## src/rtl/aes_mode_ctrl.sv

```systemverilog
// aes_mode_ctrl: ECB/CBC/CTR chaining controller wrapped around a start/finish AES128 core.
// Optional CTR mode is compiled in when AES_MODE_CTR_EN is defined.
module aes_mode_ctrl #(
   parameter int BLK_W       = 128,
   parameter int CTR_W       = 32,
   parameter int TIMEOUT_CYC = 64
) (
   input  logic             clk,
   input  logic             rst,
   input  logic             cfg_load,
   input  logic [1:0]       cfg_mode,
   input  logic             cfg_cipher,
   input  logic [BLK_W-1:0] cfg_key,
   input  logic [BLK_W-1:0] cfg_iv,
   input  logic             s_valid,
   output logic             s_ready,
   input  logic [BLK_W-1:0] s_data,
   input  logic             s_last,
   output logic             m_valid,
   input  logic             m_ready,
   output logic [BLK_W-1:0] m_data,
   output logic             m_last,
   output logic             core_start,
   output logic [BLK_W-1:0] core_din,
   output logic [BLK_W-1:0] core_key,
   output logic             core_cipher,
   input  logic [BLK_W-1:0] core_dout,
   input  logic             core_finish,
   output logic             busy,
   output logic             err
);

   localparam int TMR_W = $clog2(TIMEOUT_CYC + 1);
   localparam logic [1:0] MODE_ECB = 2'b00;
   localparam logic [1:0] MODE_CBC = 2'b01;
`ifdef AES_MODE_CTR_EN
   localparam logic [1:0] MODE_CTR = 2'b10;
`endif

   typedef enum logic [1:0] {
      ST_IDLE  = 2'b00,
      ST_ISSUE = 2'b01,
      ST_WAIT  = 2'b10,
      ST_OUT   = 2'b11
   } state_t;

   if (CTR_W < 1 || CTR_W > BLK_W) begin : g_bad_ctr_w
      $error("aes_mode_ctrl: CTR_W must lie in 1..BLK_W");
   end

   state_t             state_q, state_d;
   logic [1:0]         mode_q, mode_d;
   logic               cipher_q, cipher_d;
   logic [BLK_W-1:0]   key_q, key_d;
   logic [BLK_W-1:0]   iv_q, iv_d;
   logic [BLK_W-1:0]   chain_q, chain_d;
   logic [BLK_W-1:0]   blk_q, blk_d;
   logic               last_q, last_d;
   logic [BLK_W-1:0]   mdata_q, mdata_d;
   logic               mlast_q, mlast_d;
   logic               cfg_ok_q, cfg_ok_d;
   logic               err_q, err_d;
   logic [TMR_W-1:0]   timer_q, timer_d;

   logic               cfg_mode_ok;
   logic [BLK_W-1:0]   din_c;
   logic               cipher_c;
   logic [BLK_W-1:0]   result_c;
   logic [BLK_W-1:0]   chain_upd_c;

`ifdef AES_MODE_CTR_EN
   logic [BLK_W-1:0]   ctr_inc_c;
   assign cfg_mode_ok = (cfg_mode != 2'b11);
   always_comb begin
      ctr_inc_c = chain_q;
      ctr_inc_c[CTR_W-1:0] = chain_q[CTR_W-1:0] + 1'b1;
   end
`else
   assign cfg_mode_ok = (cfg_mode == MODE_ECB) || (cfg_mode == MODE_CBC);
`endif

   // Core inputs come only from registers held across ISSUE/WAIT, so they stay stable for the core.
   always_comb begin
      din_c       = blk_q;
      cipher_c    = cipher_q;
      result_c    = core_dout;
      chain_upd_c = chain_q;
      case (mode_q)
         MODE_CBC: begin
            if (cipher_q) begin
               din_c       = blk_q ^ chain_q;
               chain_upd_c = core_dout;
            end else begin
               result_c    = core_dout ^ chain_q;
               chain_upd_c = blk_q;
            end
         end
`ifdef AES_MODE_CTR_EN
         MODE_CTR: begin
            din_c       = chain_q;
            cipher_c    = 1'b1;
            result_c    = core_dout ^ blk_q;
            chain_upd_c = ctr_inc_c;
         end
`endif
         default: ;
      endcase
   end

   always_comb begin
      state_d  = state_q;
      mode_d   = mode_q;
      cipher_d = cipher_q;
      key_d    = key_q;
      iv_d     = iv_q;
      chain_d  = chain_q;
      blk_d    = blk_q;
      last_d   = last_q;
      mdata_d  = mdata_q;
      mlast_d  = mlast_q;
      cfg_ok_d = cfg_ok_q;
      err_d    = err_q;
      timer_d  = timer_q;
      case (state_q)
         ST_IDLE: begin
            if (cfg_load) begin
               mode_d   = cfg_mode;
               cipher_d = cfg_cipher;
               key_d    = cfg_key;
               iv_d     = cfg_iv;
               chain_d  = cfg_iv;
               cfg_ok_d = cfg_mode_ok;
               err_d    = !cfg_mode_ok;
            end else if (s_valid && cfg_ok_q) begin
               blk_d   = s_data;
               last_d  = s_last;
               state_d = ST_ISSUE;
            end
         end
         ST_ISSUE: begin
            timer_d = '0;
            state_d = ST_WAIT;
         end
         ST_WAIT: begin
            if (core_finish) begin
               mdata_d = result_c;
               mlast_d = last_q;
               chain_d = last_q ? iv_q : chain_upd_c;
               state_d = ST_OUT;
            end else if (timer_q == TMR_W'(TIMEOUT_CYC - 1)) begin
               err_d   = 1'b1;
               state_d = ST_IDLE;
            end else begin
               timer_d = timer_q + 1'b1;
            end
         end
         ST_OUT: begin
            if (m_ready) state_d = ST_IDLE;
         end
         default: state_d = ST_IDLE;
      endcase
      if (cfg_load && state_q != ST_IDLE) err_d = 1'b1;
   end

   always_ff @(posedge clk or negedge rst) begin
      if (!rst) begin
         state_q  <= ST_IDLE;
         mode_q   <= '0;
         cipher_q <= 1'b0;
         key_q    <= '0;
         iv_q     <= '0;
         chain_q  <= '0;
         blk_q    <= '0;
         last_q   <= 1'b0;
         mdata_q  <= '0;
         mlast_q  <= 1'b0;
         cfg_ok_q <= 1'b0;
         err_q    <= 1'b0;
         timer_q  <= '0;
      end else begin
         state_q  <= state_d;
         mode_q   <= mode_d;
         cipher_q <= cipher_d;
         key_q    <= key_d;
         iv_q     <= iv_d;
         chain_q  <= chain_d;
         blk_q    <= blk_d;
         last_q   <= last_d;
         mdata_q  <= mdata_d;
         mlast_q  <= mlast_d;
         cfg_ok_q <= cfg_ok_d;
         err_q    <= err_d;
         timer_q  <= timer_d;
      end
   end

   assign s_ready     = (state_q == ST_IDLE) && cfg_ok_q && !cfg_load;
   assign m_valid     = (state_q == ST_OUT);
   assign m_data      = mdata_q;
   assign m_last      = mlast_q;
   assign core_start  = (state_q == ST_ISSUE);
   assign core_din    = din_c;
   assign core_key    = key_q;
   assign core_cipher = cipher_c;
   assign busy        = (state_q != ST_IDLE);
   assign err         = err_q;

endmodule

```

## config.mk

```make
export PLATFORM = sky130hd
export DESIGN_NAME = aes_mode_ctrl
export DESIGN_NICKNAME = d
export VERILOG_FILES = /design/src/rtl/aes_mode_ctrl.sv
export SDC_FILE = /design/constraint.sdc
export NUM_CORES = 2
export LEC_CHECK = 0
export ABC_AREA = 0
export BUFFER_PORTS_ARGS = -buffer_cell sky130_fd_sc_hd__buf_4
export CAP_MARGIN = 20
export CORE_AREA = 8 8 348 350
export DETAILED_ROUTE_END_ITERATION = 7
export DIE_AREA = 0 0 356 358
export SYNTH_ARGS = -nofsm -noshare
export SYNTH_HDL_FRONTEND = slang
export SYNTH_SLANG_ARGS = --single-unit
```

## constraint.sdc

```tcl
create_clock -name clk -period 2.8 [get_ports clk]
set_input_delay 0.42 -clock clk [delete_from_list [all_inputs] [get_ports clk]]
set_output_delay 0.42 -clock clk [all_outputs]
set_load 0.05 [all_outputs]
```

==> summary.md <==
| Metric | Value |
|---|---|
| CTS tree | yes |
| Cells after Synth | between 3,000 and 4,000 |
| Total track usage | around a fifth |
| List of most frequent post-synthesis cells | nand2_1, dfrtp_1, mux2_1 |
| Area growth, synth to finish | 51.5% |
| Syn Std Cell Area | roughly 32,000 um2 |
| Drt first-iter violations | around 1,900 |
| Vias | between 20,000 and 30,000 |
| Final setup fails | 0 |
| Port bufs | 912 |
| Top cell by count, worst path | buf_4 |
| Total Die Area | 127,000 um2 |
| Crit path max-delay family | buffers and inverters |
| Synth top area share | 51.7% |
| Rows | roughly 130 |
| RSZ-0062 raised after global routing | false |
| Pins Over Slew Limit | 0 |
| Net count of the mapped netlist | ~3,800 |
| Initial antenna violation count | 29 |
| Largest net degree at the start of global routing | ~160 |
| WP buf/inv | 4 |
| Status | finished, final reports clean |
| Synth Flop Type | dfrtp_1 |
| Avg Vias per Cell | 4.72 |
| Clock Latency Late Sink | 0.65 ns |
| Routability cong. | about 0.83 |
| Gr ovfl total | 0 |
| Htree depth | 3 |
| Crit Path Class | reg2out |
| Routed WL | roughly 130,000 um |
| Number of global-route vias before repair | roughly 30,000 |
| Boundary pin count | approximately 910 |
| Max Cap Viol | 0 |
| Yosys top cell by area | dfrtp_1 |
| Clock Sinks | around 660 |
| Clk root buf | clkbuf_16 |
| Initial Util | between 20% and 30% |
| Routed wire per std cell | 22.0 um |
| Max Fanout on Critical Path | 6 |
| VDD IR max | around 1000 uV |
| CTS Buf Count | 80 |
| Largest cells by area after synthesis | dfrtp_1, nand2_1, mux2_1 |
| Initial DRT Pass Iterations | 5 |
| Setup TNS | 0 ns |
| Final Critical Period | ~2.7 ns |
| Mean post-synth cell area | 9.68 um2 |
| Share of cells above drive strength 1 | between 20 and 30% |
| Final ANT Viol Nets | 0 |
| Worst slew pin tran | approximately 0.92 ns |
| Slowest-stage cell, CP | dfrtp_4 |
| Crit-path cells | and2_4 > buf_4 > clkbuf_16 > buf_4 > nand2_1 > xnor2_2 > buf_4 |
| Clock transition at path regs | ~0.06 ns |
| Worst Setup Start Kind | flip-flop |
| Synth Register Bits | 656 |
| CTS Buffer Depth | 3 |
| Max-Slew Margin vs Limit | ~39% |
| Final Hold Fails | 0 |
| Chip height | 358 um |
| CP Capture Type | output pin |
| WHS | approximately 0.075 ns |
| CP required | roughly 2.4 ns |
| Fin nets | 5,041 |
| Seq/Total Area, Yosys | 51.7% |
| Min-delay worst type | in2reg |
| Leakage | between 0.02 and 0.025 uW |
| Count leader, synth | nand2_1 |
| Asr flop ratio synth | 100% |
| DRC Markers | 0 |
| CP peak stage delay | 0.53 ns |
| Yosys cell types | 43 |
| DPL Wire Length | around 94,000 um |
| Cell Pwr Density | about 1300 nW/um2 |
| Post-synth EDFFs | 0 |
| Yosys Warn Count | 0 |
| Setup Skew | about 0.02 ns |
| First-pass GRT wire length | 198,000 um |
| Fmax | approximately 370 MHz |
| Core Region | roughly 120,000 um2 |
| Die W | 356 um |
| Period Utilization, post-route | a little over nine tenths |
| CP arrival | between 2 and 2.5 ns |
[sequential cells by signal, indices dropped and copies added (netlist names)]
| name | flops |
|---|---|
| blk_q | 128 |
| state_q | 2 |
| cfg_ok_q | 1 |
| last_q | 1 |
| chain_q | 128 |
| mode_q | 2 |
| m_last | 1 |
| m_data | 128 |
| timer_q | 7 |
| core_cipher | 1 |
| core_key | 128 |
| iv_q | 128 |
| err | 1 |
[cells in the final DEF (no fill, tap or decap), drive strengths merged, types with 4 or more instances in the layout]
master,n
inv,11
buf,994
o21ai,135
dfrtp,656
ha,5
a31oi,4
nor2b,133
a21oi,133
o2bb2ai,128
a211oi,128
diode,16
dlygate4sd3,387
xnor2,128
nand3,6
nor2,132
xor2,128
nand2,1040
bufinv,4
clkbuf,117
and2,4
clkinv,17
mux2,258
[through the flow]
stage               cells  total power [uW]  utilization, %  cell area (um2)  setup slack (ns)
finish               6110             62800            41.6            48100            0.0845
global route         6105             66300            41.6            48000           0.00217
CTS                  6086             63200            41.5            47900           0.00142
detailed placement   5551             51800            35.7            41200             0.470
global placement     5551             51300            35.7            41200             0.514
floorplan            3277             40000               -            32500            0.0118
[cell families after synthesis]
family / after synthesis / share of synthesized area, %
DFF: 656 / 51.7
muxes: 258 / 9.16
xor gates and xnor gates: 256 / 7.07
buffers and inverters: 238 / 3.74
adders and majority gates: 5 / 0.197
and+or+nand+nor: 1324 / 16.9
AOI/OAI and AO/OA: 540 / 11.2
[worst paths after layout]
check | slack (ns) | to | depth (start not counted) | start
worst max-delay path | 0.08 | core_din[119] | 7 | core_cipher$_DFFE_PN0P_
worst min-delay path | 0.07 | blk_q[8]$_DFFE_PN0P_ | 2 | s_data[8]
worst max register to register | 0.48 | chain_q[49]$_DFFE_PN0P_ | 7 | state_q[0]$_DFFE_PN0P_
worst min register to register | 0.47 | iv_q[62]$_DFFE_PN0P_ | 2 | iv_q[62]$_DFFE_PN0P_
max in group asynchronous | 1.53 | iv_q[97]$_DFFE_PN0P_ | 3 | rst
min in group asynchronous | 0.29 | blk_q[18]$_DFFE_PN0P_ | 2 | rst
[what timing repair did]
item,in CTS,in global routing
endpoints found under the hold margin,444,0
cloned,2,3
hold buffers,387,0
pin swaps,2,2
gates resized for setup,10,18
buffers inserted,8,6
setup endpoints to repair,77,74
[final cells by class]
type	count	area (um2)
timing repair buffer	1384	12100
inverter	9	41.3
fill	11132	67400
sequential	656	16400
clock buffer	114	2350
antenna	16	40.0
multi-input combinational	2383	14900
tap	1524	1910
clock inverter	24	282
[power by group]
part	internal (uW)	total, uW	leakage (uW)	switching (uW)
clock network	6220	10500	0.00130	4260
registers	14200	17900	0.00789	3780
logic	11900	34400	0.0130	22500
[worst register-to-register path, cell delays in order (launching register included)]
cell and delay, ns:
dfrtp_1 0.43, inv_1 0.14, ha_4 0.19, and2_4 0.19
o21ai_1 0.11, a21oi_4 0.23, buf_12 0.44, mux2_1 0.49
[metal layers]
layer  vias up  track usage, %  routed length (um)
li1      13366               -                   -
met5         -               0                  41
met1     14100            24.5               53200
met4         6            9.71                6230
met2      1144            33.2               63500
met3       244            6.15               11600
No activity file was read; power rests on OpenSTA's default activity.
